<file path="config.mk">
export PLATFORM = sky130hd
export DESIGN_NAME = booth_seq_multiplier
export DESIGN_NICKNAME = d
export VERILOG_FILES = /design/src/rtl/booth_seq_multiplier.sv
export SDC_FILE = /design/constraint.sdc
export NUM_CORES = 1
export LEC_CHECK = 0
export BUFFER_PORTS_ARGS = -buffer_cell sky130_fd_sc_hd__clkbuf_2
export CAP_MARGIN = 20
export CELL_PAD_IN_SITES_DETAIL_PLACEMENT = 1
export CELL_PAD_IN_SITES_GLOBAL_PLACEMENT = 2
export CORE_MARGIN = 1
export CORE_UTILIZATION = 36
export DETAILED_ROUTE_END_ITERATION = 10
export HOLD_SLACK_MARGIN = 0.03
export PLACE_DENSITY_LB_ADDON = 0.1
export SKIP_CTS_REPAIR_TIMING = 1
export SYNTH_ARGS = -nofsm -noshare
export SYNTH_HDL_FRONTEND = slang
export SYNTH_SLANG_ARGS = --single-unit
export TNS_END_PERCENT = 100
</file>
<file path="constraint.sdc">
create_clock -name clk -period 6.7 [get_ports clk]
set_clock_uncertainty 0.15 [all_clocks]
set_input_delay 0.335 -clock clk [delete_from_list [all_inputs] [get_ports clk]]
set_output_delay 0.335 -clock clk [all_outputs]
set_load 0.01 [all_outputs]
</file>
<file path="src/rtl/booth_seq_multiplier.sv">
// rtl/booth_seq_multiplier.sv - radix-4 Booth sequential multiplier, start/busy/done handshake
// Optional overflow flag output enabled by defining MULT_OVF_FLAG_EN.
module booth_seq_multiplier #(
  parameter int WIDTH = 32
) (
  input  logic                 clk,
  input  logic                 reset,
  input  logic                 en,
  input  logic                 start,
  input  logic                 signed_i,
  input  logic [WIDTH-1:0]     a,
  input  logic [WIDTH-1:0]     b,
  output logic                 busy,
  output logic                 done,
  output logic [2*WIDTH-1:0]   result
`ifdef MULT_OVF_FLAG_EN
  ,
  output logic                 ovf
`endif
);

  localparam int LAT = WIDTH / 2 + 1;
  localparam int AW  = WIDTH + 4;
  localparam int MW  = WIDTH + 2;
  localparam int CW  = $clog2(LAT + 1);

  typedef enum logic [1:0] {IDLE, RUN, DONE} state_t;

  state_t state, state_nxt;
  logic [CW-1:0] cnt;
  logic [AW-1:0] mcand, acc, pp, sum, acc_nxt;
  logic [MW-1:0] mr, mr_nxt;
  logic          prev;
  logic          accept, step, last;
  logic [2*WIDTH-1:0] prod;
`ifdef MULT_OVF_FLAG_EN
  logic          sgn;
`endif

  always_ff @(posedge clk or posedge reset) begin
    if (reset) state <= IDLE;
    else       state <= state_nxt;
  end

  always_comb begin
    state_nxt = state;
    accept    = 1'b0;
    step      = 1'b0;
    last      = 1'b0;
    if (en) begin
      case (state)
        IDLE: if (start) begin
          accept    = 1'b1;
          state_nxt = RUN;
        end
        RUN: begin
          step = 1'b1;
          if (cnt == CW'(1)) begin
            last      = 1'b1;
            state_nxt = DONE;
          end
        end
        DONE: begin
          if (start) begin
            accept    = 1'b1;
            state_nxt = RUN;
          end else begin
            state_nxt = IDLE;
          end
        end
        default: state_nxt = IDLE;
      endcase
    end
  end

  assign busy = (state == RUN);
  assign done = (state == DONE);

  // Booth digit from {b[2i+1], b[2i], b[2i-1]}; mr[1:0] are the next two multiplier bits
  always_comb begin
    case ({mr[1:0], prev})
      3'b001, 3'b010: pp = mcand;
      3'b011:         pp = mcand << 1;
      3'b100:         pp = ~(mcand << 1) + AW'(1);
      3'b101, 3'b110: pp = ~mcand + AW'(1);
      default:        pp = '0;
    endcase
  end

  assign sum     = acc + pp;
  assign acc_nxt = {{2{sum[AW-1]}}, sum[AW-1:2]};
  assign mr_nxt  = {sum[1:0], mr[MW-1:2]};
  // After the final shift the multiplier register holds the low MW product bits
  assign prod    = {acc_nxt[WIDTH-3:0], mr_nxt};

  always_ff @(posedge clk or posedge reset) begin
    if (reset) begin
      mcand  <= '0;
      acc    <= '0;
      mr     <= '0;
      prev   <= 1'b0;
      cnt    <= '0;
      result <= '0;
`ifdef MULT_OVF_FLAG_EN
      sgn    <= 1'b0;
      ovf    <= 1'b0;
`endif
    end else if (accept) begin
      mcand <= signed_i ? {{4{a[WIDTH-1]}}, a} : {4'b0, a};
      mr    <= signed_i ? {{2{b[WIDTH-1]}}, b} : {2'b0, b};
      acc   <= '0;
      prev  <= 1'b0;
      cnt   <= CW'(LAT);
`ifdef MULT_OVF_FLAG_EN
      sgn   <= signed_i;
`endif
    end else if (step) begin
      acc  <= acc_nxt;
      mr   <= mr_nxt;
      prev <= mr[1];
      cnt  <= cnt - CW'(1);
      if (last) begin
        result <= prod;
`ifdef MULT_OVF_FLAG_EN
        if (sgn) ovf <= !((&prod[2*WIDTH-1:WIDTH-1]) || !(|prod[2*WIDTH-1:WIDTH-1]));
        else     ovf <= |prod[2*WIDTH-1:WIDTH];
`endif
      end
    end
  end

endmodule
</file>
==> reports/qor.yml <==
synth_top_area_share_pct: 41.4
clk_pin_slew_ns: 0.08
antenna_cells: 0
max-clock-path-buffers: 2
tns_ns: 0
yosys-top-cells-area: "dfrtp_1 (41%), nand2_1 (8.8%), mux2_2 (6.6%), ha_1 (4.5%), xnor2_1 (4.0%)"
stdcell_area_um2: 12600
die_area_um2: 29800
first_iter_violations: 394
cellPowerDensity_nw_per_um2: 569
synth_ff_type: "dfrtp_1"
syn_to_final_growth_pct: 20.8
cp_max_fo: 6
grt_usage_pct: 21.4
grt_max_degree: 74
netlist.top_cell.by_area: "dfrtp_1"
clock-sinks: 173
port_buffers: 134
drcViolationCount: 0
vias_per_cell: 5.32
min_period_ns: 5.48
async_reset_ff_share_pct: 100
cts_tree: "done"
drive_gt1_share_pct: 19.6
synth_area_um2: 10500
synth_edf_count: 0
reg2reg_slack_ns: 1.22
grt_overflow: 0
placementRows: 62
syn_area_per_cell_um2: 9.09
hold-worst-slack_ns: -0.00354
die_y_um: 173
post-place-cells: 1596
worst_pin_slew_ns: 1.01
ys_seq_area_share_pct: 41.4
synth_common_cells: "nand2_1 (245), dfrtp_1 (173), clkbuf_1 (65), mux2_2 (61), a21oi_1 (57)"
dpl_cell_area_um2: 11400
coreArea_um2: 28600
via_count: 9018
synth-seq-cells: 173
hp-class: "input port to flip-flop"
root_buffer: "clkbuf_16"
cts_made_buffers: 17
final_cells: 1694
hold_viol: 1
syn_nets: 1259
ys_warn_count: 0
place_hpwl_um: 21400
drv_cap: 0
wl_um: 31200
firstDrtPassIters: 4
synth_cells: 1151
ir_drop_mv: 0.192
fin_nets: 1405
cts_max_level: 4
fmax_mhz: 183
io_pins: 135
path_class: "flip-flop to flip-flop"
clk_latency_ns: 0.44
failed_checks: "hold timing"
synth.distinct_cells: 61
rsz0062_at_grt: "no"
grt_pass1_wl_um: 50700
detail_route.wl_per_cell_um: 18.4
finalSetupViolations: 0
antenna_found_initial: 0
start_util_pct: 36.6
fillers: 3307
synth.most_common_cell: "nand2_1"
status: "finished with violations"
cp.required_ns: 6.87
arrival_ns: 5.64
relSlewSlack_pct: 32.4
die_width_um: 173
place_congestion: 0.782
maxSlewViolCount: 0
startpoint_type: "flip-flop"
antenna_left: 0
timing.final.crit_share_pct: 81.7
first_global_vias: 9119
end_kind: "flip-flop"
p_leak_nw: 5.99
## worst max-delay path, stage by stage, from the launching register on
cell and delay, ns:
dfrtp_1 0.41, inv_1 0.10, ha_1 0.20, nor3b_2 0.40, nand4b_1 0.24, nor3_1 0.49, nand2_1 0.20, nand2_1 0.12
xnor2_1 0.08, a221oi_1 0.31, a31oi_1 0.09, ha_1 0.39, and2_1 0.23, a221oi_1 0.43, o21ba_2 0.20, nor3b_1 0.17
a21oi_1 0.19, a21oi_1 0.34, o21ai_0 0.17, xnor2_1 0.17, mux2_2 0.27
## metal layers
metal / wire length (um) / GRT usage [%] / vias up
met4: 591 / 6.40 / 0
met5: 0 / 0 / -
met3: 1070 / 5.08 / 25
met1: 15100 / 29.3 / 4479
met2: 14400 / 33.3 / 138
li1: - / - / 4376
## power breakdown
group          total [mW]  internal, mW  switching (mW)
registers            1.99          1.51           0.481
logic                4.20          1.75            2.45
clock network        1.00         0.498           0.506
## cell families (layout without fill, tap and decap cells)
| group | after synthesis | count (layout) | share of synthesized area, % |
|---|---|---|---|
| simple gates | 396 | 396 | 17.1 |
| buf+inv | 103 | 262 | 3.90 |
| compound gates | 287 | 287 | 18.5 |
| mux | 74 | 74 | 7.81 |
| fa+ha+maj | 39 | 39 | 4.73 |
| xor+xnor | 79 | 79 | 6.61 |
| flops | 173 | 173 | 41.4 |
## final cells by class
cell class,count,area [um^2],share of cell area [%]
multi-input combinational,875,5760,45.6
inverter,17,68.8,0.544
clock buffer,18,429,3.39
sequential,173,4330,34.2
tap,384,480,3.80
clock inverter,14,146,1.16
timing repair buffer,213,1430,11.3
## registers in the layout, summed over array words and instances, names as in the netlist
register / count
mr: 34
cnt: 5
state: 2
prev: 1
mcand: 33
result: 64
acc: 34
## final timing paths
path	start	to	depth (start not counted)
max	mcand[0]	result[59]	20
min in group asynchronous	reset	result[22]	3
max in group asynchronous	reset	acc[14]	4
min	b[31]	mr[31]	3
min reg2reg	acc[30]	acc[30]	2
max reg2reg	mcand[0]	result[59]	20
## cell usage in the layout (no fill, tap or decap), types with 8 or more instances in the layout
cell type / n
nor2_1: 42
a221oi_1: 16
mux2_2: 61
xor2_1: 31
xnor2_1: 48
a211oi_1: 9
buf_4: 13
inv_1: 15
nand3_1: 19
a21oi_1: 57
a31oi_1: 20
o21ai_0: 56
ha_1: 38
clkbuf_16: 17
a22oi_1: 34
a22o_1: 31
nor3_1: 15
dfrtp_1: 172
nand2b_1: 18
a21o_1: 18
nand2_1: 244
mux2i_1: 13
or3_1: 8
clkbuf_2: 134
dlygate4sd3_1: 66
## per-stage QoR
step	utilization, %	power, mW	worst slack (ns)
2_1_floorplan	-	5.00	1.53
3_3_place_gp	39.9	6.14	1.44
3_5_place_dp	39.9	6.20	1.21
4_1_cts	41.9	7.25	1.18
5_1_grt	44.2	7.86	0.618
6_report	44.2	7.20	1.22
Note: power is estimated with default switching activity, not from simulation.
